$ cat src/rtl/prox_event_detector_pkg.sv
// Shared state encodings and default timing constants for the proximity event detector.
// Pure declarations: no latency, no backpressure.
package prox_event_detector_pkg;

  typedef enum logic [2:0] {
    ST_IDLE     = 3'd0,
    ST_CONFIRM  = 3'd1,
    ST_NEAR     = 3'd2,
    ST_HELD     = 3'd3,
    ST_COOLDOWN = 3'd4
  } state_t;

  localparam int DEF_TICK_DIV   = 5000;
  localparam int DEF_DEB_TICKS  = 20;
  localparam int DEF_HOLD_TICKS = 10000;
  localparam int DEF_COOL_TICKS = 2000;

  localparam logic [7:0] COUNT_MAX = 8'hFF;

  // Width of a tick counter large enough for the biggest of the three limits.
  function automatic int cnt_width(input int a, input int b, input int c);
    int m;
    m = a;
    if (b > m) m = b;
    if (c > m) m = c;
    return $clog2(m + 1);
  endfunction

endpackage

$ cat src/rtl/prox_event_detector_tick_gen.sv
// Sample-tick prescaler: tick is high for one clk every DIV cycles; clr holds the phase at 0.
// Latency: first tick DIV cycles after reset/clr release; no backpressure (free-running).
module tick_gen
  import prox_event_detector_pkg::*;
#(
  parameter int DIV = DEF_TICK_DIV
) (
  input  logic clk,
  input  logic rst,
  input  logic clr,
  output logic tick
);

  localparam int W = (DIV > 1) ? $clog2(DIV) : 1;

  logic [W-1:0] cnt;

  always_ff @(posedge clk or negedge rst) begin
    if (!rst) begin
      cnt <= '0;
    end else if (clr || cnt == W'(DIV - 1)) begin
      cnt <= '0;
    end else begin
      cnt <= cnt + 1'b1;
    end
  end

  assign tick = (cnt == W'(DIV - 1)) && !clr;

endmodule

$ cat src/rtl/prox_event_detector.sv
// Debounced proximity detector: approach/hold strobes, presence level and saturating approach count.
// Latency: 2-clk input sync plus tick-quantised debounce; outputs registered; no backpressure.
module prox_event_detector
  import prox_event_detector_pkg::*;
#(
  parameter int TICK_DIV   = DEF_TICK_DIV,
  parameter int DEB_TICKS  = DEF_DEB_TICKS,
  parameter int HOLD_TICKS = DEF_HOLD_TICKS,
  parameter int COOL_TICKS = DEF_COOL_TICKS
) (
  input  logic       clk,
  input  logic       rst,
  input  logic       test_enable,
  input  logic       prox_in,
  input  logic       clear_count,
  output logic       near,
  output logic       approach_pulse,
  output logic       hold_pulse,
  output logic [7:0] approach_count
);

  localparam int CW = cnt_width(DEB_TICKS, HOLD_TICKS, COOL_TICKS);

  logic [1:0]    sync;
  logic          prox_s;
  logic          tick;
  state_t        state;
  logic [CW-1:0] deb_cnt;
  logic [CW-1:0] hold_cnt;
  logic [CW-1:0] rel_cnt;
  logic [CW-1:0] cool_cnt;

  always_ff @(posedge clk or negedge rst) begin
    if (!rst) begin
      sync <= '0;
    end else begin
      sync <= {sync[0], prox_in};
    end
  end

  assign prox_s = sync[1];

  tick_gen #(.DIV(TICK_DIV)) u_tick_gen (
    .clk  (clk),
    .rst  (rst),
    .clr  (test_enable),
    .tick (tick)
  );

  always_ff @(posedge clk or negedge rst) begin
    if (!rst) begin
      state          <= ST_IDLE;
      deb_cnt        <= '0;
      hold_cnt       <= '0;
      rel_cnt        <= '0;
      cool_cnt       <= '0;
      near           <= 1'b0;
      approach_pulse <= 1'b0;
      hold_pulse     <= 1'b0;
    end else begin
      approach_pulse <= 1'b0;
      hold_pulse     <= 1'b0;
      if (test_enable) begin
        state    <= ST_IDLE;
        deb_cnt  <= '0;
        hold_cnt <= '0;
        rel_cnt  <= '0;
        cool_cnt <= '0;
        near     <= 1'b0;
      end else if (tick) begin
        case (state)
          ST_IDLE: begin
            if (prox_s) begin
              state   <= ST_CONFIRM;
              deb_cnt <= CW'(1);
            end
          end
          ST_CONFIRM: begin
            if (!prox_s) begin
              state   <= ST_IDLE;
              deb_cnt <= '0;
            end else if (deb_cnt == CW'(DEB_TICKS - 1)) begin
              state          <= ST_NEAR;
              near           <= 1'b1;
              approach_pulse <= 1'b1;
              deb_cnt        <= '0;
              hold_cnt       <= '0;
              rel_cnt        <= '0;
            end else begin
              deb_cnt <= deb_cnt + 1'b1;
            end
          end
          ST_NEAR, ST_HELD: begin
            if (prox_s) begin
              rel_cnt <= '0;
              // hold_cnt only advances before the hold is flagged, so one presence gives one strobe
              if (state == ST_NEAR) begin
                hold_cnt <= hold_cnt + 1'b1;
                if (hold_cnt == CW'(HOLD_TICKS - 1)) begin
                  state      <= ST_HELD;
                  hold_pulse <= 1'b1;
                end
              end
            end else if (rel_cnt == CW'(DEB_TICKS - 1)) begin
              state    <= ST_COOLDOWN;
              near     <= 1'b0;
              rel_cnt  <= '0;
              hold_cnt <= '0;
            end else begin
              rel_cnt <= rel_cnt + 1'b1;
            end
          end
          ST_COOLDOWN: begin
            if (cool_cnt == CW'(COOL_TICKS - 1)) begin
              state    <= ST_IDLE;
              cool_cnt <= '0;
            end else begin
              cool_cnt <= cool_cnt + 1'b1;
            end
          end
          default: begin
            state <= ST_IDLE;
            near  <= 1'b0;
          end
        endcase
      end
    end
  end

  // Counts the visible strobe, so a clear in the strobe cycle wins over the increment.
  always_ff @(posedge clk or negedge rst) begin
    if (!rst) begin
      approach_count <= '0;
    end else if (clear_count) begin
      approach_count <= '0;
    end else if (approach_pulse && approach_count != COUNT_MAX) begin
      approach_count <= approach_count + 1'b1;
    end
  end

endmodule

$ cat config.mk
export PLATFORM = sky130hd
export DESIGN_NAME = prox_event_detector
export DESIGN_NICKNAME = d
export VERILOG_FILES = /design/src/rtl/prox_event_detector_pkg.sv /design/src/rtl/prox_event_detector_tick_gen.sv /design/src/rtl/prox_event_detector.sv
export SDC_FILE = /design/constraint.sdc
export NUM_CORES = 1
export LEC_CHECK = 0
export ABC_CLOCK_PERIOD_IN_PS = 2300
export BUFFER_PORTS_ARGS = -buffer_cell sky130_fd_sc_hd__buf_2
export CAP_MARGIN = 15
export CELL_PAD_IN_SITES_DETAIL_PLACEMENT = 1
export CELL_PAD_IN_SITES_GLOBAL_PLACEMENT = 2
export CORE_MARGIN = 1
export CORE_UTILIZATION = 39
export CTS_CLUSTER_DIAMETER = 80
export DETAILED_ROUTE_END_ITERATION = 8
export GPL_TIMING_DRIVEN = 0
export PLACE_DENSITY = 0.89
export SETUP_SLACK_MARGIN = 0.05
export SLEW_MARGIN = 20
export SYNTH_ARGS = -nofsm -noshare
export SYNTH_HDL_FRONTEND = slang
export SYNTH_SLANG_ARGS = --single-unit
$ cat constraint.sdc
create_clock -name clk -period 2.3 [get_ports clk]
set_input_delay 0.115 -clock clk [delete_from_list [all_inputs] [get_ports clk]]
set_output_delay 0.115 -clock clk [all_outputs]
set_load 0.05 [all_outputs]
# Yosys cells after proc, flatten, opt, wreduce, memory -nomap -nowiden
# Cells that the tools add are included.
# op_classes
addsub	6
muxes	55
n_eq_ne	21
reduce_logical	18
# ops
cell	count
14-bit two-way mux	20
14-bit case mux with 2 select lines	3
14-bit by 1-bit adder with 14-bit output, second input constant	4
3-bit two-way mux	10
14-bit by 5-bit equality test with 1-bit output, second input constant	2
3-bit inequality test, second input constant	6
1-bit two-way mux	17
8-bit two-way mux	2
4-bit inequality test, second input constant	4
14-bit by 11-bit equality test with 1-bit output, second input constant	1
14-bit equality test, second input constant	1
13-bit by 1-bit adder with 13-bit output, second input constant	1
13-bit equality test, second input constant	1
13-bit two-way mux	1
3-bit case mux with 4 select lines	1
6-bit AND reduction	2
8-bit by 1-bit adder with 8-bit output, second input constant	1
8-bit inequality test, second input constant	1
7-bit AND reduction	1
3-bit by 2-bit equality test with 1-bit output, second input constant	2
2-bit nonzero test	3
3-bit nonzero test	2
4-bit AND reduction	1
2-bit OR reduction	2
other kinds (10)	11
# totals
inputBits	5
regBits	85

# Longest topological paths before layout
# logic_depth
ltp_word	7
ltp_mapped	9

# By module
# Synthesis repeated with hierarchy kept, for this count alone.
# hier_totals
hier_cells	504
hier_area_um2	4795.8
# modules_own_cells
module	cells_each	seq_area_each_um2	n_inst	area_each_um2
prox_event_detector	439	1801.7	1	4087.7
tick_gen	65	325.3	1	708.2

# Worst setup path after synthesis
# Ideal clock, no wire load.
# synth_path
path_kind	flip-flop to flip-flop
start	reg cool_cnt[11]
end	reg state[0]
t_arrival_ps	1944
path_buffers	0
path_slack_ps	235
path_stages_with_launch	6
setup_ps	120
cell_sequence	dfrtp_1 or4_1 o41ai_2 o41ai_1 o41a_1 a41o_1
# synth_via
elab_chain_len	3
# synth_rtl
element	line_no	text
start, declared	prox_event_detector.sv:31	logic [CW-1:0] cool_cnt;
start signal, assigned	prox_event_detector.sv:118	cool_cnt <= cool_cnt + 1'b1;
14-bit by 11-bit equality test with 1-bit output	prox_event_detector.sv:114	if (cool_cnt == CW'(COOL_TICKS - 1)) begin
3-bit inequality test (no source line)	--	
7-bit AND reduction (no source line)	--	
end signal, assigned	prox_event_detector.sv:105	state <= ST_COOLDOWN;
end signal, assigned	prox_event_detector.sv:115	state <= ST_IDLE;
end signal, assigned	prox_event_detector.sv:122	state <= ST_IDLE;
end, declared	prox_event_detector.sv:27	state_t state;
# No other way between the ends.
# A chain may end at the register's enable or synchronous reset.

# Worst setup path in the final report
# layout_path
start	reg u_tick_gen.cnt[4]
end	reg rel_cnt[11]
# layout_via
elab_chain_len	4
# layout_rtl
element	line_no	text
start, declared	prox_event_detector_tick_gen.sv:16	logic [W-1:0] cnt;
start signal, assigned	prox_event_detector_tick_gen.sv:24	cnt <= cnt + 1'b1;
13-bit equality test	prox_event_detector_tick_gen.sv:28	assign tick = (cnt == W'(DIV - 1)) && !clr;
1-bit logical AND	prox_event_detector_tick_gen.sv:28	
2-bit nonzero test (no source line)	--	
4-bit AND reduction (no source line)	--	
end signal, assigned	prox_event_detector.sv:110	rel_cnt <= rel_cnt + 1'b1;
end, declared	prox_event_detector.sv:30	logic [CW-1:0] rel_cnt;
# No other way between the ends.

==> metrics.md <==
| Metric | Value |
|---|---|
| Status | finished clean |
| Worst Tran Pin Value | 0.807 ns |
| Wire per inst | 17.9 um |
| # rows | 39 |
| Drt total wl | 12300 um |
| Largest net degree at the start of global routing | 46 |
| Number of CTS-inserted buffers | 9 |
| Worst endpoint required time | 2.57 ns |
| Synth area leader | dfrtp_1 |
| Crit. Startpoint | u_tick_gen.cnt[4]$_DFF_PN0_ |
| Clock slew at reported path FFs | 0.06 ns |
| Root Driver | clkbuf_16 |
| Comb power frac | 0.128 |
| Critical-path maximum fanout | 6 |
| Filler cells | 1321 |
| Syn Area/Cell | 9.09 um2 |
| First drt pass iteration count | 4 |
| Number of global-route vias before repair | 4249 |
| Final nets | 553 |
| Critical path, cell by cell | nor4b_4 > and4_4 > a31oi_4 > buf_6 > or4b_1 > a21oi_1 |
| Gr usage total | 0.214 |
| Critical Path Source Type | flop |
| Sequential Area | 2130 um2 |
| Area Growth Syn to Fin | 17.9% |
| CP Capture Type | flop |
| Initial antenna violation count | 0 |
| Switching share of total power | 0.263 |
| Flop pwr share | 0.427 |
| Clock Power Share | 0.444 |
| Antenna diode count | 0 |
| Worst Path Arrival | 2.43 ns |
| Die area | 12300 um2 |
| Crit path capture | rel_cnt[11]$_DFFE_PN0P_ |
| Final setup violation count | 0 |
| Max-slew violation count | 0 |
| Layout Skew | 0.00982 ns |
| Ys async rst share | 1.00 |
| RSZ-0062 raised after global routing | true |
| DRC viols | 0 |
| Critical path class | reg2reg |
| Reg2reg path depth | 6 |
| Detailed Route Iter0 Violations | 153 |
| Fmax | 463 MHz |
| Finished Layout Cells | 690 |
| Final HPWL DP | 8250 um |
| Antenna viol nets, final | 0 |
| Initial Utilization | 0.402 |
| Die Span Y | 111 um |
| Skew-Pair Late Insertion Delay | 0.35 ns |
| Register-to-register setup slack | 0.14 ns |
| Most used DFF post-synth | dfrtp_1 |
| Reg2Reg Launch Point | u_tick_gen.cnt[4]$_DFF_PN0_ |
| Tcrit/Tclk final | 0.940 |
| YS warnings | 0 |
| Core box area | 11500 um2 |
| Layout cells sized above 1 | 0.155 |
| Int Pwr | 2710 uW |
| Slew Limit Headroom | 0.455 |
| Clock buffer depth | 2 |
| Switching Power | 965 uW |
| Final Power | 3670 uW |
| First-pass GRT wire length | 21400 um |
| Placed Cells incl. Taps | 665 |
| Final hold violations | 0 |
| Static Leak | 0.00231 uW |
| CP max stage delay | 0.50 ns |
| Main area contributors after synthesis | dfrtp_1 46%, o21ai_0 5.2%, nor2_1 4.2% |
| EDFF count, synth | 0 |
| Setup ws final | 0.139 ns |
| PD cells | 676 nW/um2 |
| Area of the multi-input gates | 2460 um2 |
| I/O Buffers | 14 |
| Io pins | 16 |
| Die Wd | 111 um |
| Number of synthesized register bits | 85 |
| Vias | 4016 |
| Post-synthesis cell area | 4610 um2 |
| Pre-CTS setup slack | -0.348 ns |
| Synthesized Nets | 518 |
| Netlist cell types | 52 |
| Seq/Total Area, Yosys | 0.462 |
| MaxCap Viol Count | 0 |
| Critical path's slowest cell | or4b_1 |
| Min-Delay Path Class | in2reg |
| GRT Residual Overflow | 0 |
| CTS tree | built |
| Routed vias/inst | 5.82 |
| H-tree depth | 3 |
| Min Hold Slack | 0.142 ns |
| Final Util | 0.474 |
| Crit path time final | 2.16 ns |
| Mapped Cells | 507 |
| RD Place Congestion | 0.787 |
| CTS sink cnt | 85 |
| Peak VDD IR | 0.304 mV |
| RR Endpoint | rel_cnt[11]$_DFFE_PN0P_ |
| Synth top area share | 0.462 |
[synth_stat cells, drive strengths merged (3+ instances only)]
cell	instances
o21ai	48
a41o	3
a22o	5
and4b	4
nor4b	4
nor3	16
xnor2	9
ha	6
clkbuf	13
o41ai	4
o22ai	4
or3	8
nor2	51
and2	12
buf	7
a21oi	16
and4	5
and3	8
inv	14
nand4	8
nor2b	4
nor4	6
a21o	4
nand3	35
a31oi	7
xor2	9
or4	9
dfrtp	85
nand2	42
nand2b	8
mux2i	4
o31ai	20
nor3b	5
or2	5
[per-layer routing]
metal | GRT usage | vias to the layer above | share of wire
met2 | 0.357 | 34 | 0.48
li1 | - | 1942 | -
met4 | 0.0800 | 0 | 0.016
met5 | 0 | - | 0
met1 | 0.283 | 2028 | 0.48
met3 | 0.0301 | 12 | 0.018
[layout by cell type (no fill, tap or decap), types with 4 or more instances in the layout]
master	n
a21o_1	4
and2_1	12
a22o_1	5
o22ai_1	4
buf_4	9
a21oi_1	14
nand2_1	41
xor2_1	9
xnor2_1	9
buf_2	17
a31oi_1	5
nand4_1	8
inv_1	14
clkbuf_2	7
clkbuf_16	9
nor3_1	16
nor2_2	4
nand3_1	35
o31ai_1	20
or2_2	5
dfrtp_1	82
ha_1	4
and4_1	4
and3_1	7
mux2i_1	4
nor4_1	5
or3_1	8
nor3b_1	4
o21ai_0	48
nand2b_1	8
or4_1	7
nor2b_1	4
nor2_1	46
clkbuf_1	5
[per-stage QoR]
| stage | TNS (ns) | cell area [um2] |
|---|---|---|
| after CTS | 0 | 5300 |
| after global placement | -6.45 | 4860 |
| final | 0 | 5440 |
| after floorplan | 0 | 4610 |
| after global routing | 0 | 5440 |
| after detailed placement | -8.49 | 4890 |
[worst max-delay path: cells and delay by family, from the launching register on]
kind	cells	cell delay, ns
and+or+nand+nor	3	1.21
DFF	1	0.43
AOI/OAI and AO/OA	2	0.30
buffers and inverters	1	0.16
[cells by family (layout without fill, tap and decap cells)]
| group | after synthesis | after routing | share of synthesized area |
|---|---|---|---|
| flops | 85 | 85 | 0.462 |
| buf+inv | 34 | 74 | 0.0291 |
| mux | 4 | 4 | 0.00869 |
| xor+xnor | 18 | 18 | 0.0342 |
| simple gates | 235 | 235 | 0.272 |
| fa+ha+maj | 6 | 6 | 0.0163 |
| compound gates | 125 | 125 | 0.178 |
[sequential cells by signal, indices dropped and copies added, names as in the netlist]
name            count
approach_pulse      1
cool_cnt           14
rel_cnt            14
sync                2
state               3
hold_cnt           14
deb_cnt            14
u_tick_gen.cnt     13
near                1
hold_pulse          1
approach_count      8
[power by group through the flow]
stage	registers [uW]	clock network, uW	logic [uW]
after floorplan	1580	0	288
after global placement	1590	0	403
after detailed placement	1590	0	422
after CTS	1570	1650	441
after global routing	1570	1720	532
final	1570	1630	472
[what timing repair did]
action                                 CTS  global route
endpoints found under the hold margin   41             0
gates resized for setup                 13            33
setup endpoints to repair               53            51
pin swaps                                1             6
hold buffers                             2             0
setup buffers                            2             7
[final cells by class]
type | instances | area share
Buffer | 18 | 0.0170
Tap cell | 143 | 0.0329
Multi-Input combinational cell | 388 | 0.453
Inverter | 14 | 0.00967
Clock buffer | 13 | 0.0479
Sequential cell | 85 | 0.392
Timing Repair Buffer | 26 | 0.0352
Clock inverter | 3 | 0.0124
[worst min-delay path by stage]
| stage | to | startpoint | cells past startpoint |
|---|---|---|---|
| floorplan | approach_count[0]$_DFFE_PN0P_ | rst | 0 |
| detailed placement | rel_cnt[9]$_DFFE_PN0P_ | rst | 1 |
| finish | approach_count[0]$_DFFE_PN0P_ | clear_count | 2 |
| global route | approach_count[2]$_DFFE_PN0P_ | clear_count | 2 |
| global placement | sync[0]$_DFF_PN0_ | prox_in | 1 |
| CTS | approach_count[0]$_DFFE_PN0P_ | clear_count | 2 |
No activity file was read; power rests on OpenSTA's default activity.
